## config.mk

```make
export PLATFORM = sky130hd
export DESIGN_NAME = mode6_sub_ctrl
export DESIGN_NICKNAME = d
export VERILOG_FILES = /design/src/rtl/mode6_sub_ctrl_pkg.sv /design/src/rtl/mode6_sub.sv /design/src/rtl/mode6_sub_ctrl.sv
export SDC_FILE = /design/constraint.sdc
export NUM_CORES = 2
export LEC_CHECK = 0
export ABC_AREA = 1
export BUFFER_PORTS_ARGS = -buffer_cell sky130_fd_sc_hd__clkbuf_2
export CAP_MARGIN = 20
export CORE_ASPECT_RATIO = 1.4
export CORE_MARGIN = 2
export CORE_UTILIZATION = 60
export DETAILED_ROUTE_END_ITERATION = 7
export MAX_ROUTING_LAYER = met4
export PLACE_DENSITY_LB_ADDON = 0.15
export SETUP_SLACK_MARGIN = 0.05
export SLEW_MARGIN = 20
export SYNTH_ARGS = -nofsm -noshare
export SYNTH_HDL_FRONTEND = slang
export SYNTH_SLANG_ARGS = --single-unit
```

## constraint.sdc

```tcl
create_clock -name clk -period 29.8 [get_ports clk]
set_input_delay 4.47 -clock clk [delete_from_list [all_inputs] [get_ports clk]]
set_output_delay 4.47 -clock clk [all_outputs]
set_load 0.05 [all_outputs]
```

## src/rtl/mode6_sub_ctrl_pkg.sv

```systemverilog
// Shared constants for the mode-6 subtract stage: FP16 number format, lane count
// and the controller FSM state encoding.
package mode6_sub_ctrl_pkg;
  localparam int DATAWIDTH = 16;
  localparam int EXPONENT  = 5;
  localparam int MANTISSA  = 10;
  localparam int LANES     = 4;

  typedef enum logic [1:0] {
    S_IDLE  = 2'd0,
    S_RUN   = 2'd1,
    S_DRAIN = 2'd2,
    S_DONE  = 2'd3
  } state_t;
endpackage

```

## src/rtl/mode6_sub.sv

```systemverilog
// Four-lane combinational FP16 subtract z[i] = a[i] - b, round-to-nearest-even,
// subnormals handled, NaN/Inf propagated.
module mode6_sub
  import mode6_sub_ctrl_pkg::*;
(
  input  logic [LANES*DATAWIDTH-1:0] a,
  input  logic [DATAWIDTH-1:0]       b,
  output logic [LANES*DATAWIDTH-1:0] z
);
  localparam int SW = MANTISSA + 4;
  localparam logic [EXPONENT+1:0] E_ONE = {{(EXPONENT+1){1'b0}}, 1'b1};
  localparam logic [EXPONENT+1:0] E_TOP = {2'b00, {EXPONENT{1'b1}}};

  function automatic logic [DATAWIDTH-1:0] fp_sub(input logic [DATAWIDTH-1:0] x,
                                                  input logic [DATAWIDTH-1:0] y);
    logic sx, sy, sl, ss;
    logic [EXPONENT-1:0] ex, ey, el, es, d;
    logic [MANTISSA-1:0] fx, fy;
    logic [MANTISSA:0] ml, ms;
    logic [3*SW-1:0] sh;
    logic [SW-1:0] al, as, al_s;
    logic [SW:0] r;
    logic [EXPONENT+1:0] e;
    logic [MANTISSA+1:0] m;
    logic inc, x_inf, y_inf, x_nan, y_nan;
    logic [DATAWIDTH-1:0] res;
    sx = x[DATAWIDTH-1];
    ex = x[DATAWIDTH-2:MANTISSA];
    fx = x[MANTISSA-1:0];
    sy = ~y[DATAWIDTH-1];
    ey = y[DATAWIDTH-2:MANTISSA];
    fy = y[MANTISSA-1:0];
    x_inf = (&ex) && !(|fx);
    y_inf = (&ey) && !(|fy);
    x_nan = (&ex) && (|fx);
    y_nan = (&ey) && (|fy);
    if (x_nan || y_nan || (x_inf && y_inf && (sx != sy))) begin
      res = {1'b0, {EXPONENT{1'b1}}, 1'b1, {(MANTISSA-1){1'b0}}};
    end else if (x_inf) begin
      res = {sx, {EXPONENT{1'b1}}, {MANTISSA{1'b0}}};
    end else if (y_inf) begin
      res = {sy, {EXPONENT{1'b1}}, {MANTISSA{1'b0}}};
    end else begin
      if ({ex, fx} >= {ey, fy}) begin
        sl = sx; el = ex; ml = {|ex, fx};
        ss = sy; es = ey; ms = {|ey, fy};
      end else begin
        sl = sy; el = ey; ml = {|ey, fy};
        ss = sx; es = ex; ms = {|ex, fx};
      end
      // subnormals share the exponent of the smallest normal
      el = el | {{(EXPONENT-1){1'b0}}, ~|el};
      es = es | {{(EXPONENT-1){1'b0}}, ~|es};
      d  = el - es;
      sh = {ms, 3'b000, {(2*SW){1'b0}}} >> d;
      al_s = sh[3*SW-1:2*SW];
      as = {al_s[SW-1:1], al_s[0] | (|sh[2*SW-1:0])};
      al = {ml, 3'b000};
      if (sl == ss) r = {1'b0, al} + {1'b0, as};
      else          r = {1'b0, al} - {1'b0, as};
      e = {2'b00, el};
      if (r == '0) begin
        res = {(sl == ss) ? sl : 1'b0, {(DATAWIDTH-1){1'b0}}};
      end else begin
        if (r[SW]) begin
          r = {1'b0, r[SW:2], r[1] | r[0]};
          e = e + E_ONE;
        end else begin
          for (int i = 0; i < SW; i++) begin
            if (!r[SW-1] && (e > E_ONE)) begin
              r = {r[SW-1:0], 1'b0};
              e = e - E_ONE;
            end
          end
        end
        inc = r[2] & (r[1] | r[0] | r[3]);
        m = {1'b0, r[SW-1:3]} + {{(MANTISSA+1){1'b0}}, inc};
        if (m[MANTISSA+1]) begin
          m = m >> 1;
          e = e + E_ONE;
        end
        if (e >= E_TOP) res = {sl, {EXPONENT{1'b1}}, {MANTISSA{1'b0}}};
        else res = {sl, m[MANTISSA] ? e[EXPONENT-1:0] : {EXPONENT{1'b0}}, m[MANTISSA-1:0]};
      end
    end
    return res;
  endfunction

  for (genvar l = 0; l < LANES; l++) begin : g_lane
    assign z[l*DATAWIDTH +: DATAWIDTH] = fp_sub(a[l*DATAWIDTH +: DATAWIDTH], b);
  end
endmodule

```

## src/rtl/mode6_sub_ctrl.sv

```systemverilog
// Mode-6 subtract sequencer: streams RAM words through mode6_sub into a small result
// FIFO and writes back with backpressure. MODE6_SUB_CTRL_PERF_EN adds stall_cnt.
module mode6_sub_ctrl
  import mode6_sub_ctrl_pkg::*;
#(
  parameter int ADDRW      = 8,
  parameter int FIFO_DEPTH = 2
) (
  input  logic                         clk,
  input  logic                         resetn,
  input  logic                         start,
  input  logic [ADDRW:0]               len,
  input  logic [ADDRW-1:0]             rd_base,
  input  logic [ADDRW-1:0]             wr_base,
  input  logic [DATAWIDTH-1:0]         b_inp,
  output logic                         mem_rd_en,
  output logic [ADDRW-1:0]             mem_rd_addr,
  input  logic [LANES*DATAWIDTH-1:0]   mem_rd_data,
  output logic                         mem_wr_en,
  output logic [ADDRW-1:0]             mem_wr_addr,
  output logic [LANES*DATAWIDTH-1:0]   mem_wr_data,
  input  logic                         mem_wr_ready,
  output logic                         busy,
  output logic                         done,
  output logic [1:0]                   dbg_state
`ifdef MODE6_SUB_CTRL_PERF_EN
  ,
  output logic [15:0]                  stall_cnt
`endif
);
  localparam int PW = $clog2(FIFO_DEPTH);
  localparam int WW = LANES * DATAWIDTH;
  localparam logic [ADDRW:0] LEN_ONE = {{ADDRW{1'b0}}, 1'b1};

  // Handshake: a write transfers on a cycle where mem_wr_en & mem_wr_ready are both
  // high; while stalled, mem_wr_en/addr/data hold. Reads have no handshake and return
  // data exactly one cycle after mem_rd_en.
  state_t              state;
  logic [DATAWIDTH-1:0] b_q;
  logic [ADDRW-1:0]    rd_addr, wr_addr;
  logic [ADDRW:0]      rd_left;
  logic                inflight;
  logic [WW-1:0]       fifo_mem [FIFO_DEPTH];
  logic [PW-1:0]       wptr, rptr;
  logic [PW:0]         count, count_nxt;
  logic [PW+1:0]       credit_used;
  logic [WW-1:0]       sub_z;
  logic                push, pop, fifo_empty, rd_go;

  mode6_sub u_sub (
    .a (mem_rd_data),
    .b (b_q),
    .z (sub_z)
  );

  assign push       = inflight;
  assign fifo_empty = (count == '0);
  assign pop        = !fifo_empty && mem_wr_ready;
  assign count_nxt  = count + {{PW{1'b0}}, push} - {{PW{1'b0}}, pop};
  // A word leaving this cycle frees its slot in time for a read issued now,
  // which keeps the unstalled stream at one word per cycle without overflow.
  assign credit_used = {1'b0, count} + {{(PW+1){1'b0}}, inflight} - {{(PW+1){1'b0}}, pop};
  assign rd_go       = (state == S_RUN) && (credit_used < (PW+2)'(FIFO_DEPTH));

  assign mem_rd_en   = rd_go;
  assign mem_rd_addr = rd_addr;
  assign mem_wr_en   = !fifo_empty;
  assign mem_wr_addr = wr_addr;
  assign mem_wr_data = fifo_empty ? '0 : fifo_mem[rptr];
  assign busy        = (state != S_IDLE);
  assign done        = (state == S_DONE);
  assign dbg_state   = state;

  always_ff @(posedge clk) begin
    if (!resetn) begin
      state    <= S_IDLE;
      b_q      <= '0;
      rd_addr  <= '0;
      wr_addr  <= '0;
      rd_left  <= '0;
      inflight <= 1'b0;
      wptr     <= '0;
      rptr     <= '0;
      count    <= '0;
    end else begin
      inflight <= rd_go;
      count    <= count_nxt;
      if (push) begin
        fifo_mem[wptr] <= sub_z;
        wptr <= wptr + 1'b1;
      end
      if (pop) begin
        rptr    <= rptr + 1'b1;
        wr_addr <= wr_addr + 1'b1;
      end
      case (state)
        S_IDLE: begin
          if (start) begin
            b_q     <= b_inp;
            rd_addr <= rd_base;
            wr_addr <= wr_base;
            rd_left <= len;
            state   <= (len == '0) ? S_DONE : S_RUN;
          end
        end
        S_RUN: begin
          if (rd_go) begin
            rd_addr <= rd_addr + 1'b1;
            rd_left <= rd_left - LEN_ONE;
            if (rd_left == LEN_ONE) state <= S_DRAIN;
          end
        end
        S_DRAIN: begin
          if (count_nxt == '0) state <= S_DONE;
        end
        S_DONE:  state <= S_IDLE;
        default: state <= S_IDLE;
      endcase
    end
  end

`ifdef MODE6_SUB_CTRL_PERF_EN
  always_ff @(posedge clk) begin
    if (!resetn) begin
      stall_cnt <= '0;
    end else if ((state == S_IDLE) && start) begin
      stall_cnt <= '0;
    end else if (mem_wr_en && !mem_wr_ready && (stall_cnt != 16'hFFFF)) begin
      stall_cnt <= stall_cnt + 1'b1;
    end
  end
`endif
endmodule
```

# ---- Word-level counts from Yosys, hierarchy flattened
# Memories as Yosys holds them, arrays and structs flattened. A register that Yosys moved wholly into a read port is not among the register bits.
# Index checks and enable logic that the tools add are counted.
dict set report totals {
  regBits 48
  ramBits 128
  input_bits 109
  output_inout_bits 86
  n_memories 1
}
dict set report classes {
  addsub 89
  magnitude_cmp 65
  n_eq_ne 16
  n_shift 4
  n_mux 873
  n_bitwise 29
  n_reduce_logical 194
}
# memory words width read_ports rd_ports_with_merged_regs write_ports line_no
set memory_table {}
lappend memory_table {fifo_mem 2 64 1 1 1 mode6_sub_ctrl.sv:43} ;# logic [WW-1:0] fifo_mem [FIFO_DEPTH];
# op count
set ops {}
lappend ops {{$mux W14} 336}
lappend ops {{$mux W7} 356}
lappend ops {{$mux W11} 52}
lappend ops {{$gt A7 B1 Y1 const B} 52}
lappend ops {{$sub A7 B1 Y7 const B} 52}
lappend ops {{$mux W15} 20}
lappend ops {{$mux W16} 16}
lappend ops {{$mux W5} 36}
lappend ops {{$shr A42 B5 Y42} 4}
lappend ops {{$reduce_or A28 Y1} 4}
lappend ops {{$logic_and A1 B1 Y1} 76}
lappend ops {{$logic_not A1 Y1} 70}
lappend ops {{$reduce_or A5 Y1} 13}
lappend ops {{$mux W64} 1}
lappend ops {{$add A14 B14 Y15} 4}
lappend ops {{$ge A15 B15 Y1} 4}
lappend ops {{$logic_not A15 Y1} 4}
lappend ops {{$sub A14 B14 Y15} 4}
lappend ops {{$reduce_or A10 Y1} 5}
lappend ops {{$add A11 B1 Y12} 4}
lappend ops {{$mux W1} 41}
lappend ops {{$mux W8} 5}
lappend ops {{$or A5 B1 Y5} 8}
lappend ops {{$add A7 B1 Y7 const B} 4}
lappend ops {{other kinds (36)} 99}

# ---- Longest topological paths before layout
dict set report logic_depth {
  word_depth 146
  depth_mapped 167
  mapped_depth_nobuf 159
}

# ---- Hierarchy
# From an unflattened synthesis, not the netlist that was laid out.
dict set report hier_totals {
  hier_cells 9199
  hier_area_um2 51476.9
}
# mod instances cells_each area_each_um2
set by_module_without_submodules {}
lappend by_module_without_submodules {mode6_sub 1 8453 44043.5}
lappend by_module_without_submodules {mode6_sub_ctrl 1 746 7433.4}

# ---- Least setup slack after synthesis
# OpenSTA, ideal clock, no wires.
dict set report synth_timing {
  kind {input port to flip-flop}
  startpoint {input mem_rd_data[44]}
  endpoint {memory fifo_mem[0][42] (netlist bit) (data pin)}
  t_arrival_ns 21.729
  required_time_ns 29.541
  slack_ns 7.812
  path_stages 156
  path_buffers 11
  path_cell_list {ha_1 > buf_6 > nand4_1 > nor2_1 > nand2_1 > nand3_4 > buf_4 > clkbuf_1 > o21ai_0 > inv_1 > nor2_1 > a21oi_1 > ha_1 > inv_1 > ha_1 > inv_1 > clkbuf_1 > nand3_1 > (+120 left out) > buf_6 > nand2_1 > o21ai_1 > nand2_1 > nand2_1 > inv_1 > ha_1 > nand3b_1 > nand2_1 > inv_1 > nand4_1 > nand2_1 > nand2_1 > nor2_2 > nand2_4 > nand3_2 > nand2_1 > nand2_1}
}
dict set report synth_between {
  elab_chain_cells 144
  word_cells_on_any_way 299
  cone_classes {add/sub (20); order compare (16); eq/ne (1); shift (1); mux (212); bitwise (7); reduce/logical (42)}
}
# item line_no
set synth_rtl {}
lappend synth_rtl {{start, declared} mode6_sub_ctrl.sv:18} ;# input logic [LANES*DATAWIDTH-1:0] mem_rd_data,
lappend synth_rtl {{$ge A15 B15 Y1} mode6_sub.sv:44} ;# if ({ex, fx} >= {ey, fy}) begin
lappend synth_rtl {{$mux W5} mode6_sub.sv:44}
lappend synth_rtl {{$mux W5} mode6_sub.sv:41} ;# end else if (y_inf) begin
lappend synth_rtl {{$mux W5} mode6_sub.sv:39} ;# end else if (x_inf) begin
lappend synth_rtl {{$mux W5} mode6_sub.sv:37} ;# if (x_nan || y_nan || (x_inf && y_inf && (sx != sy))) begin
lappend synth_rtl {{$reduce_or A5 Y1, on equally long branches} {mode6_sub.sv:52, mode6_sub.sv:53}}
lappend synth_rtl {{$logic_not A1 Y1, on equally long branches} {mode6_sub.sv:52, mode6_sub.sv:53}}
lappend synth_rtl {{$or A5 B1 Y5, on equally long branches} {mode6_sub.sv:52, mode6_sub.sv:53}}
lappend synth_rtl {{(+129 left out)} -}
lappend synth_rtl {{$mux W7 / $mux W11 (equally long branches)} mode6_sub.sv:37}
lappend synth_rtl {{$ge A7 B5 Y1 / $mux W5 (equally long branches)} {mode6_sub.sv:82, mode6_sub.sv:83}}
lappend synth_rtl {{$mux W15} mode6_sub.sv:82} ;# if (e >= E_TOP) res = {sl, {EXPONENT{1'b1}}, {MANTISSA{1'b0}}};
lappend synth_rtl {{$mux W16} mode6_sub.sv:62} ;# if (r == '0) begin
lappend synth_rtl {{$mux W16} mode6_sub.sv:41}
lappend synth_rtl {{$mux W16} mode6_sub.sv:39}
lappend synth_rtl {{$mux W16 *} mode6_sub.sv:37}
lappend synth_rtl {{via sub_z[42]} mode6_sub_ctrl.sv:47} ;# logic [WW-1:0] sub_z;
lappend synth_rtl {{end, declared} mode6_sub_ctrl.sv:43}
# Mark *: on every way through the listed nets, which the timed path passes. The rest lies on a longest branch. The select of a mux whose other input is x is not followed.

# ---- Worst setup path after layout
dict set report layout_timing {
  startpoint {input mem_rd_data[28]}
  endpoint {memory fifo_mem[1][25] (netlist bit) (data pin)}
}
dict set report layout_between {
  elab_chain_cells 144
  word_cells_on_any_way 298
  cone_classes {add/sub (20); order compare (16); eq/ne (1); shift (1); mux (211); bitwise (7); reduce/logical (42)}
}
# item line_no
set layout_rtl {}
lappend layout_rtl {{$ge A15 B15 Y1} mode6_sub.sv:44}
lappend layout_rtl {{$mux W5} mode6_sub.sv:44}
lappend layout_rtl {{$mux W5} mode6_sub.sv:41}
lappend layout_rtl {{$mux W5} mode6_sub.sv:39}
lappend layout_rtl {{$mux W5} mode6_sub.sv:37}
lappend layout_rtl {{$reduce_or A5 Y1, on equally long branches} {mode6_sub.sv:52, mode6_sub.sv:53}}
lappend layout_rtl {{$logic_not A1 Y1, on equally long branches} {mode6_sub.sv:52, mode6_sub.sv:53}}
lappend layout_rtl {{$or A5 B1 Y5, on equally long branches} {mode6_sub.sv:52, mode6_sub.sv:53}}
lappend layout_rtl {{(+129 left out)} -}
lappend layout_rtl {{$mux W7} mode6_sub.sv:37}
lappend layout_rtl {{$ge A7 B5 Y1} mode6_sub.sv:82}
lappend layout_rtl {{$mux W15} mode6_sub.sv:82}
lappend layout_rtl {{$mux W16} mode6_sub.sv:62}
lappend layout_rtl {{$mux W16} mode6_sub.sv:41}
lappend layout_rtl {{$mux W16} mode6_sub.sv:39}
lappend layout_rtl {{$mux W16 *} mode6_sub.sv:37}
lappend layout_rtl {{via sub_z[25]} mode6_sub_ctrl.sv:47}
# Marked as above.

==> summary by stage <==
Outcome
The flow ran to the end, and the final reports show no timing, DRC or antenna violations.

Die
The die height is about 360 um. The floorplan has 129 rows. Pin placement for this block handled 195 I/O pins. In this run the horizontal extent of the chip is ~260 um. The die outline area is roughly 0.092 mm2. The placeable core region is slightly below 0.09 mm2. The effective utilization at floorplan is approximately 61%.

Place
Routability-driven placement finished with a final weighted congestion of 1.09. After legalization and detailed placement, the total HPWL measured 130000 um. During placement, the flow inserted port buffers numbering roughly 190.

The count of placed standard cells including taps is around 10000.

Logic synthesis
Summed over its instances, the top area cell type makes up 20.7% of the synthesized netlist area. The area of the mapped netlist is ~0.054 mm2. The register bit total from synthesis is ~180.

The synthesized instance count is between 9000 and 10000. In this run, synthesis inferred 128 flip-flops with an integrated enable. Counting every net in the synthesized netlist gives roughly 9700. For this run, the register share of the synthesized area comes to approximately 9%. The biggest area contributor in the post-synthesis netlist is nand2_1. In the post-synthesis netlist, the biggest area contributors are nand2_1 21%, inv_1 8.2%, o21ai_0 7.2%, edfxtp_1 7.1%, ha_1 7.1%.

Among all flip-flop cells after synthesis, the most frequent one is edfxtp_1. The average instance in the mapped netlist occupies about 5.8 um2. The count of cell types in the netlist is 97. The share of flip-flops with an asynchronous set or reset is 0%. The number of warnings reported in the yosys synthesis log is 0.

Layout
The share of layout cells above drive strength 1 is 16.4%. The number of fillers in the final layout is between 9000 and 10000. Measured on the finished design, the core utilization comes to about three fifths. In the layout the commonest cells are 2962 x nand2_1, 1178 x inv_1, 769 x o21ai_0. The signed area change from the synthesized netlist to the final layout is 1.88%.

The most common cell after layout, fill and taps aside is nand2_1. The net count of the finished layout is slightly below 10000. After the flow finishes, the layout carries non-filler instances totaling around 10000.

Detailed routing
Wires add up to 160000 um. The final antenna-violating net count is 0. The post-detailed-route DRC marker count is 0. The routed layout has just under 60000 vias.

The final routed wire length divided by cell count is 15.3 um. After the first detailed-routing iteration, the DRC count stood at 4059. The first detailed-routing pass ran for 6 iterations.

Dividing the detail-routed via count by the number of cells gives 5.55.

Global routing
Global routing used 34.6% of the available tracks. Entering global routing, the biggest net connects 65 pins. The first global-routing pass estimated about 260000 um of wire. The number of antenna violations at the first check in global routing is 23. Summed over all layers, the global routing overflow is 0.

The number of global-route vias before repair came to 53227.

Worst hold path
In this run the worst hold path is classified as reg2reg. The terminating pin of the worst hold path is rptr. In this run the most critical hold path is launched from rptr. The number of cells traversed by the worst hold path is 1.

Setup path
The worst setup path is launched from an input pin. Measured in cells, the most critical reg-to-reg path has a length of approximately 150. Broken down by cell family, the worst path's largest delay share belongs to simple AND/OR/NAND/NOR gates. The number of stages on the worst setup path is 145. The number of buffers and inverters on the critical path is 19.

The largest single stage delay on the critical path is 0.60 ns. Setup slack on the worst reg-to-reg path comes out at around 5.6 ns. The critical setup path kind is in2reg. Tracing the worst setup path back leads to its startpoint at mem_rd_data[28]. The cell occurring most often along the worst timing path is nand2_1. The source of the worst register-to-register timing path is b_q[12]. Data on the critical path arrives at its endpoint at 27.53 ns. The cell with the largest stage delay on the worst path is ha_1. In this run the worst path has a maximum fanout of 36. The endpoint identified for the worst register-to-register timing path is fifo_mem[1][25].

STA puts the critical path data required time at approximately 30 ns. STA classifies the critical path endpoint as a flip-flop.

Timing
The final count of hold timing violations is 0. The share of the clock period used by the worst path after layout is between 90% and 100%. The number of pins with negative max-slew slack in the final report is 0. At the pin with the least slew margin, the transition time is around 1.1 ns. The maximum clock skew at final layout is 0.0294 ns.

The final number of setup-violating endpoints is 0. Measured against its own limit, the worst slew margin works out to 26.9%. Based on the critical path, the design can be clocked at up to around 0.037 GHz.

The routed design could run at a clock period as short as ~27 ns. Setup repair after global routing left no endpoint under its margin. For the final routed database, the setup TNS stands at 0 ns.

Clock network
The clock tree synthesis step divided the H-tree into 4 levels. The root buffer cell is clkbuf_16. The clock tree from TritonCTS is built. The clock-pin slew of the registers on the worst-case setup and hold paths is ~0.070 ns. The total number of clock tree sinks is between 150 and 200.

The number of clock buffers added by TritonCTS is 17. The later pin in the worst-skew pair is clocked with a latency of around 0.53 ns. Once the clock tree was built, the setup fixing pass inserted 0 buffers.

The number of buffers on the longest clock path is 2.

Job
The number of maximum-capacitance constraint violations is 0.
-- routing by layer --
layer	up-vias	GRT usage, %	share of wire (%)
met1	26115	38.2	40
met3	472	3.89	5.3
met4	0	18.1	5.7
met5	-	-	0
met2	1542	61.4	49
li1	29961	-	-
-- what timing repair did --
| action | 4_1_cts | 5_1_grt |
|---|---|---|
| resized for setup | 0 | 8 |
| setup endpoints to repair | 0 | 80 |
| hold buffers | 0 | 0 |
-- sequential cells by signal, indices dropped and copies added, names as in the netlist, named ones only --
| register | cells |
|---|---|
| inflight | 1 |
| mem_rd_addr | 8 |
| dbg_state | 2 |
| rptr | 1 |
| b_q | 16 |
| wptr | 1 |
| mem_wr_addr | 8 |
| fifo_mem | 128 |
| count | 2 |
| rd_left | 9 |
-- cells in the mapped netlist, types with 28 or more instances --
library cell / instances
nand2_1: 2962
inv_1: 1178
o21ai_0: 770
nand3_1: 750
nor2_1: 527
nand2_2: 489
ha_1: 306
nand4_1: 268
a21oi_1: 251
nand2_4: 153
clkbuf_1: 134
edfxtp_1: 128
xor2_1: 119
nand3_2: 115
nor2_2: 114
inv_2: 90
nor2_4: 75
buf_6: 72
o21ai_1: 71
nor3_1: 66
dfxtp_1: 49
nand3_4: 45
nand3b_1: 43
xnor2_1: 33
or2_2: 32
buf_4: 29
clkbuf_8: 28
-- stage by stage --
stage          hold slack, ns  worst slack, ns  area (um2)
2_1_floorplan           0.426             7.81       53800
3_3_place_gp            0.434             1.43       54100
3_5_place_dp            0.442             1.47       54100
4_1_cts                 0.458             1.92       54700
5_1_grt                 0.480           0.0872       54800
6_report                0.467             2.51       54800
-- layout make-up --
cell class,instances,area [um2],share of cell area [%]
Inverter,1304,4950,9.03
Tap cell,1179,1480,2.69
Antenna cell,29,72.6,0.132
Sequential cell,177,4830,8.81
Clock inverter,15,179,0.327
Timing Repair Buffer,219,1160,2.11
Clock buffer,17,425,0.776
Multi-Input combinational cell,7533,41700,76.1
-- worst max-delay path by stage --
stage,to
finish,fifo_mem[1][25]
CTS,fifo_mem[1][25]
global placement,fifo_mem[0][21]
detailed placement,fifo_mem[0][25]
floorplan,fifo_mem[0][42]
global route,fifo_mem[1][25]
-- cells by family (layout without fill, tap and decap cells) --
| logic type | Yosys count | count (layout) | share of synthesized area (%) |
|---|---|---|---|
| buffers and inverters | 1612 | 1555 | 13.6 |
| other | 0 | 29 | 0 |
| muxes | 23 | 23 | 0.435 |
| and+or+nand+nor | 5718 | 5720 | 53.0 |
| AOI/OAI and AO/OA | 1322 | 1322 | 14.0 |
| adders and majority gates | 311 | 311 | 7.31 |
| DFF | 177 | 177 | 8.97 |
| xor gates and xnor gates | 157 | 157 | 2.65 |
Power is not shown: default switching activity piles up to over one toggle a cycle in this logic, so the estimate is an artifact.
